**src/rtl/edge_detect_mc.sv**
```systemverilog
// edge_detect_mc
//   Multi-channel input conditioner. Each channel synchronises an
//   asynchronous level, debounces it against a shared length, and reports
//   filtered edges. Mode-selected events are latched into sticky flags,
//   with an overrun flag and a combined interrupt.
//
// Ports
//   clk        rising-edge clock
//   rst_n      asynchronous active-low reset
//   data_in    [CH]      asynchronous level inputs
//   deb_len    [DEB_W]   debounce length in cycles (0 behaves as 1)
//   mode       [2*CH]    per-channel event select {fall, rise}
//   irq_en     [CH]      per-channel interrupt enable
//   clr        [CH]      write-1-to-clear for sticky and overrun
//   data_filt  [CH]      debounced level
//   pos_edge   [CH]      one-cycle pulse on filtered rising edge
//   neg_edge   [CH]      one-cycle pulse on filtered falling edge
//   evt        [CH]      edges gated by mode
//   sticky     [CH]      latched evt, held until clr
//   overrun    [CH]      evt seen while sticky already set
//   irq                  OR of sticky & irq_en

module edge_detect_mc #(
   parameter int CH          = 4,
   parameter int SYNC_STAGES = 2,
   parameter int DEB_W       = 8
) (
   input  logic              clk,
   input  logic              rst_n,
   input  logic [CH-1:0]     data_in,
   input  logic [DEB_W-1:0]  deb_len,
   input  logic [2*CH-1:0]   mode,
   input  logic [CH-1:0]     irq_en,
   input  logic [CH-1:0]     clr,
   output logic [CH-1:0]     data_filt,
   output logic [CH-1:0]     pos_edge,
   output logic [CH-1:0]     neg_edge,
   output logic [CH-1:0]     evt,
   output logic [CH-1:0]     sticky,
   output logic [CH-1:0]     overrun,
   output logic              irq
);

   // Synchroniser chains: bit 0 is the first stage, MSB the last.
   logic [SYNC_STAGES-1:0] sync_q [CH];
   logic [CH-1:0]          sync_lvl;

   logic [CH-1:0]          f_q;
   logic [CH-1:0]          f_nxt;
   logic [CH-1:0]          fd_q;
   logic [DEB_W-1:0]       cnt_q   [CH];
   logic [DEB_W-1:0]       cnt_nxt [CH];

   logic [CH-1:0]          sticky_q;
   logic [CH-1:0]          sticky_nxt;
   logic [CH-1:0]          ovr_q;
   logic [CH-1:0]          ovr_nxt;

   // One bit wider than the counter so cnt+1 never wraps in the compare.
   logic [DEB_W:0]         thresh;

   assign thresh = (deb_len == '0) ? (DEB_W+1)'(1) : {1'b0, deb_len};

   always_ff @(posedge clk or negedge rst_n) begin
      if (!rst_n) begin
         for (int unsigned i = 0; i < CH; i++) begin
            sync_q[i] <= '0;
         end
      end else begin
         for (int unsigned i = 0; i < CH; i++) begin
            sync_q[i] <= {sync_q[i][SYNC_STAGES-2:0], data_in[i]};
         end
      end
   end

   always_comb begin
      sync_lvl = '0;
      for (int unsigned i = 0; i < CH; i++) begin
         sync_lvl[i] = sync_q[i][SYNC_STAGES-1];
      end
   end

   // Debounce: any cycle where the synchronised level agrees with the
   // filtered level restarts the count, so short excursions are dropped.
   always_comb begin
      f_nxt = f_q;
      for (int unsigned i = 0; i < CH; i++) begin
         cnt_nxt[i] = '0;
         if (sync_lvl[i] != f_q[i]) begin
            if (({1'b0, cnt_q[i]} + (DEB_W+1)'(1)) >= thresh) begin
               f_nxt[i] = sync_lvl[i];
            end else begin
               cnt_nxt[i] = cnt_q[i] + DEB_W'(1);
            end
         end
      end
   end

   always_ff @(posedge clk or negedge rst_n) begin
      if (!rst_n) begin
         f_q  <= '0;
         fd_q <= '0;
         for (int unsigned i = 0; i < CH; i++) begin
            cnt_q[i] <= '0;
         end
      end else begin
         f_q  <= f_nxt;
         fd_q <= f_q;
         for (int unsigned i = 0; i < CH; i++) begin
            cnt_q[i] <= cnt_nxt[i];
         end
      end
   end

   assign data_filt = f_q;
   assign pos_edge  = f_q & ~fd_q;
   assign neg_edge  = ~f_q & fd_q;

   always_comb begin
      evt = '0;
      for (int unsigned i = 0; i < CH; i++) begin
         evt[i] = (pos_edge[i] & mode[2*i]) | (neg_edge[i] & mode[2*i+1]);
      end
   end

   // A new event wins over a coincident clear for sticky, while the clear
   // wins for overrun.
   always_comb begin
      sticky_nxt = (sticky_q & ~clr) | evt;
      ovr_nxt    = ~clr & (ovr_q | (evt & sticky_q));
   end

   always_ff @(posedge clk or negedge rst_n) begin
      if (!rst_n) begin
         sticky_q <= '0;
         ovr_q    <= '0;
      end else begin
         sticky_q <= sticky_nxt;
         ovr_q    <= ovr_nxt;
      end
   end

   assign sticky  = sticky_q;
   assign overrun = ovr_q;
   assign irq     = |(sticky_q & irq_en);

endmodule

```
**config.mk**
```make
export PLATFORM = sky130hd
export DESIGN_NAME = edge_detect_mc
export DESIGN_NICKNAME = d
export VERILOG_FILES = /design/src/rtl/edge_detect_mc.sv
export SDC_FILE = /design/constraint.sdc
export NUM_CORES = 1
export LEC_CHECK = 0
export CAP_MARGIN = 20
export CORE_ASPECT_RATIO = 1.4
export CORE_UTILIZATION = 24
export DETAILED_ROUTE_END_ITERATION = 8
export GPL_ROUTABILITY_DRIVEN = 1
export PLACE_DENSITY_LB_ADDON = 0.2
export SETUP_SLACK_MARGIN = 0.1
export SLEW_MARGIN = 10
export SYNTH_ARGS = -nofsm -noshare
export SYNTH_HDL_FRONTEND = slang
export SYNTH_SLANG_ARGS = --single-unit
```
**constraint.sdc**
```tcl
create_clock -name clk -period 4.1 [get_ports clk]
set_input_delay 1.23 -clock clk [delete_from_list [all_inputs] [get_ports clk]]
set_output_delay 1.23 -clock clk [all_outputs]
set_load 0.01 [all_outputs]
```
==> key figures <==
Global route
  • All-layer global routing usage: 11.66%
  • Number of global-route vias before repair: around 2.7k
  • Grt total ovfl: 0
  • First-pass GRT wire length: 12970 um
  • Initial antenna violation count: 0
  • Largest net degree at the start of global routing: 24

Detailed routing
  • Routed Antenna Nets: 0
  • DR vias/cell: 4.615
  • Via count: about 2.6k
  • Post-route DRC: 0
  • Drt first pass iters: 4
  • WL final: 7790 um
  • Post-DR wirelength/cell: about 14 um
  • Initial DRC Count: 56

Synth
  • Avg Synthesized Cell Area: roughly 10 um^2
  • Syn Std Cell Area: ~3300 um^2
  • Register area share after synthesis: 42.20%
  • #FFs+latches synth: 56
  • Syn nets: 380
  • Ys flop type: dfrtp_1
  • Post-synth EDFFs: 0
  • Yosys cell types: 48
  • FFs w/ async S/R, synth: 100.0%
  • Yosys warnings: 0
  • Cell count after synthesis: between 300 and 400

STA
  • Final Hold Fails: 0
  • Crit path time final: approximately 3700 ps
  • Fin crit share: between 90 and 100%
  • Setup Skew: 4.866 ps
  • Slew Limit Fails: 0
  • Highest clock rate: around 270 MHz
  • Worst Max-Slew Pin Slew: a little under 700 ps
  • Final setup TNS: 0 ps
  • RSZ-0062 raised after global routing: no
  • # setup viols final: 0
  • Relative slew slack: 54.05%

Layout
  • Commonest cells after routing, fill and taps aside: 56 x dfrtp_1, 53 x clkdlybuf4s50_1, 29 x ha_1
  • Finished Layout Cells: around 570
  • NumNets Final: roughly 440
  • Design area: ~4200 um^2
  • P&R area growth vs syn: 27.81%
  • Commonest non-fill, non-tap cell in the layout: dfrtp_1
  • Ratio of cells with drive above 1 in the final layout: between 6 and 7%
  • # diodes: 0

Setup path
  • Crit path capture type: output port
  • CP delay by family, top: buffers and inverters
  • Worst EP required: 2870 ps
  • Worst R2R Setup Slack: 1330 ps
  • Worst path cell trace: clkdlybuf4s50_1 > a22oi_1 > nand2_1 > clkdlybuf4s50_1
  • CP bufs+invs: 2
  • Crit Path Category: in -> out
  • Startpoint class of the critical path: input pin
  • CP peak stage delay: about 480 ps
  • Arrival time of the worst setup path: roughly 2500 ps
  • Slowest-stage cell, CP: clkdlybuf4s50_1
  • CP most frequent cell: clkdlybuf4s50_1
  • CP max FO: 1

Power
  • Power, Total: about 1.4 mW
  • Peak VDD IR: between 0.15 and 0.2 mV
  • Leak: around 2 nW
  • PD cells: between 300 and 400 nW/um^2

CTS
  • Clk_lat worst skew: ~300 ps
  • Clk buf depth: 2
  • Clk pin slew, worst setup/hold paths: approximately 70 ps
  • Hold Buf Count CTS: 0
  • Post-CTS sizing: 0
  • # clock sinks: between 50 and 60
  • Clk root buf: clkbuf_16
  • CTS tree: yes
  • Setup Fix Bufs, Post-CTS: 0
  • Number of H-tree levels: 2
  • Total CTS buffers: 5

Place
  • DP HPWL: between 6000 and 7000 um
  • Placer Congestion: between 0.7 and 0.8
  • Placed instance count: about 560
  • IO buf count: 54
  • Post-place instance area: about 4100 um^2

Min path
  • Worst Hold Class: reg -> reg

Floorplanning
  • Row cnt: 50
  • Starting Density: 24.69%
  • Die width: approximately 100 um
  • Core footprint: around 13000 um^2
  • Die height: 141.2 um
  • Die area: between 10000 and 15000 um^2
  • Io pins: 55

Flow run
  • Max-Cap Viols: 0

Run status
  • Status: completed
-- synthesized netlist by cell type (2+ instances only) --
| master | count | area (um^2) |
|---|---|---|
| o2111a_1 | 2 | 22.52 |
| o211a_1 | 2 | 20.02 |
| mux2i_1 | 2 | 20.02 |
| nor3b_1 | 5 | 37.54 |
| and3_1 | 5 | 31.28 |
| a22o_1 | 4 | 35.03 |
| nor3_1 | 7 | 35.03 |
| inv_1 | 25 | 93.84 |
| nand2b_1 | 4 | 25.02 |
| clkbuf_1 | 3 | 11.26 |
| a211o_1 | 2 | 17.52 |
| dfrtp_1 | 56 | 1401 |
| xnor2_1 | 16 | 140.1 |
| maj3_1 | 2 | 20.02 |
| and4_4 | 2 | 22.52 |
| a22oi_1 | 2 | 15.01 |
| a311o_1 | 5 | 50.05 |
| a211oi_1 | 21 | 157.7 |
| nor2b_1 | 12 | 75.07 |
| or3_1 | 2 | 12.51 |
| nand3_1 | 23 | 115.1 |
| a21oi_1 | 15 | 75.07 |
| nand2_1 | 16 | 60.06 |
| nor2_1 | 18 | 67.56 |
| ha_1 | 29 | 362.9 |
| buf_6 | 2 | 22.52 |
| xor2_1 | 12 | 105.1 |
| a21o_1 | 7 | 52.55 |
-- layer usage --
| metal | global-route usage [%] | vias up | routed length (um) |
|---|---|---|---|
| met5 | 0 | - | 0 |
| met4 | 5.416 | 0 | 204 |
| met1 | 13.34 | 1269 | 3257 |
| li1 | - | 1291 | - |
| met3 | 1.487 | 12 | 164 |
| met2 | 21.12 | 40 | 4163 |
-- where the power goes --
group          leakage, nW  total [mW]  switching (mW)  internal (mW)
clock network       0.0660       0.441           0.213          0.228
logic                 1.16       0.351           0.170          0.181
registers            0.720       0.650          0.0507          0.599
-- state kept, by name, summed over array words and instances (netlist names) --
register   flops
sync_q         4
sticky         4
fd_q           4
data_filt      4
cnt_q         32
overrun        4
sync_lvl       4
-- through the flow --
stage          utilization (%)  hold slack (ps)  setup slack (ps)
6_report                 31.55            355.7             392.3
5_1_grt                  31.55            361.0             297.5
4_1_cts                  31.55            357.0             298.3
3_5_place_dp             30.45            338.7             195.3
3_3_place_gp             30.45            336.8             236.3
2_1_floorplan                -            331.2             993.8
-- path summary, 6_finish.rpt --
check,start,end,depth (start not counted)
hold / removal,sync_q[0],sync_lvl[3],0
max in group asynchronous,rst_n,cnt_q[6],2
setup reg to reg,cnt_q[2],data_filt[3],10
min in group asynchronous,rst_n,data_filt[0],1
setup / recovery,irq_en[0],irq,4
hold reg to reg,sync_q[0],sync_lvl[3],0
-- cell type report --
cell class | instances | area (um^2)
fillers | 1384 | 9206
multi-input cells | 235 | 1792
flip-flops and latches | 56 | 1401
repair buffers | 60 | 580.6
well taps | 182 | 227.7
clock buffers | 5 | 125.1
inverters | 25 | 93.84
clock inverters | 3 | 23.77
-- cells by family after synthesis --
family,count (synthesis),share of synthesized area [%]
simple gates,100,16.09
buf+inv,30,3.843
compound gates,71,17.22
flops,56,42.20
fa+ha+maj,31,11.53
mux,5,1.733
xor+xnor,28,7.385
-- worst register-to-register path, cell delays in order (launching register included) --
cell and delay (ps):
dfrtp_1 420, nand3_1 100, nor2_1 170, and3_1 190, xnor2_1 140, inv_1 70
ha_1 300, mux2_4 270, a311o_1 340, a31o_1 310, a311o_1 350
Note: power is estimated with default switching activity, not from simulation.
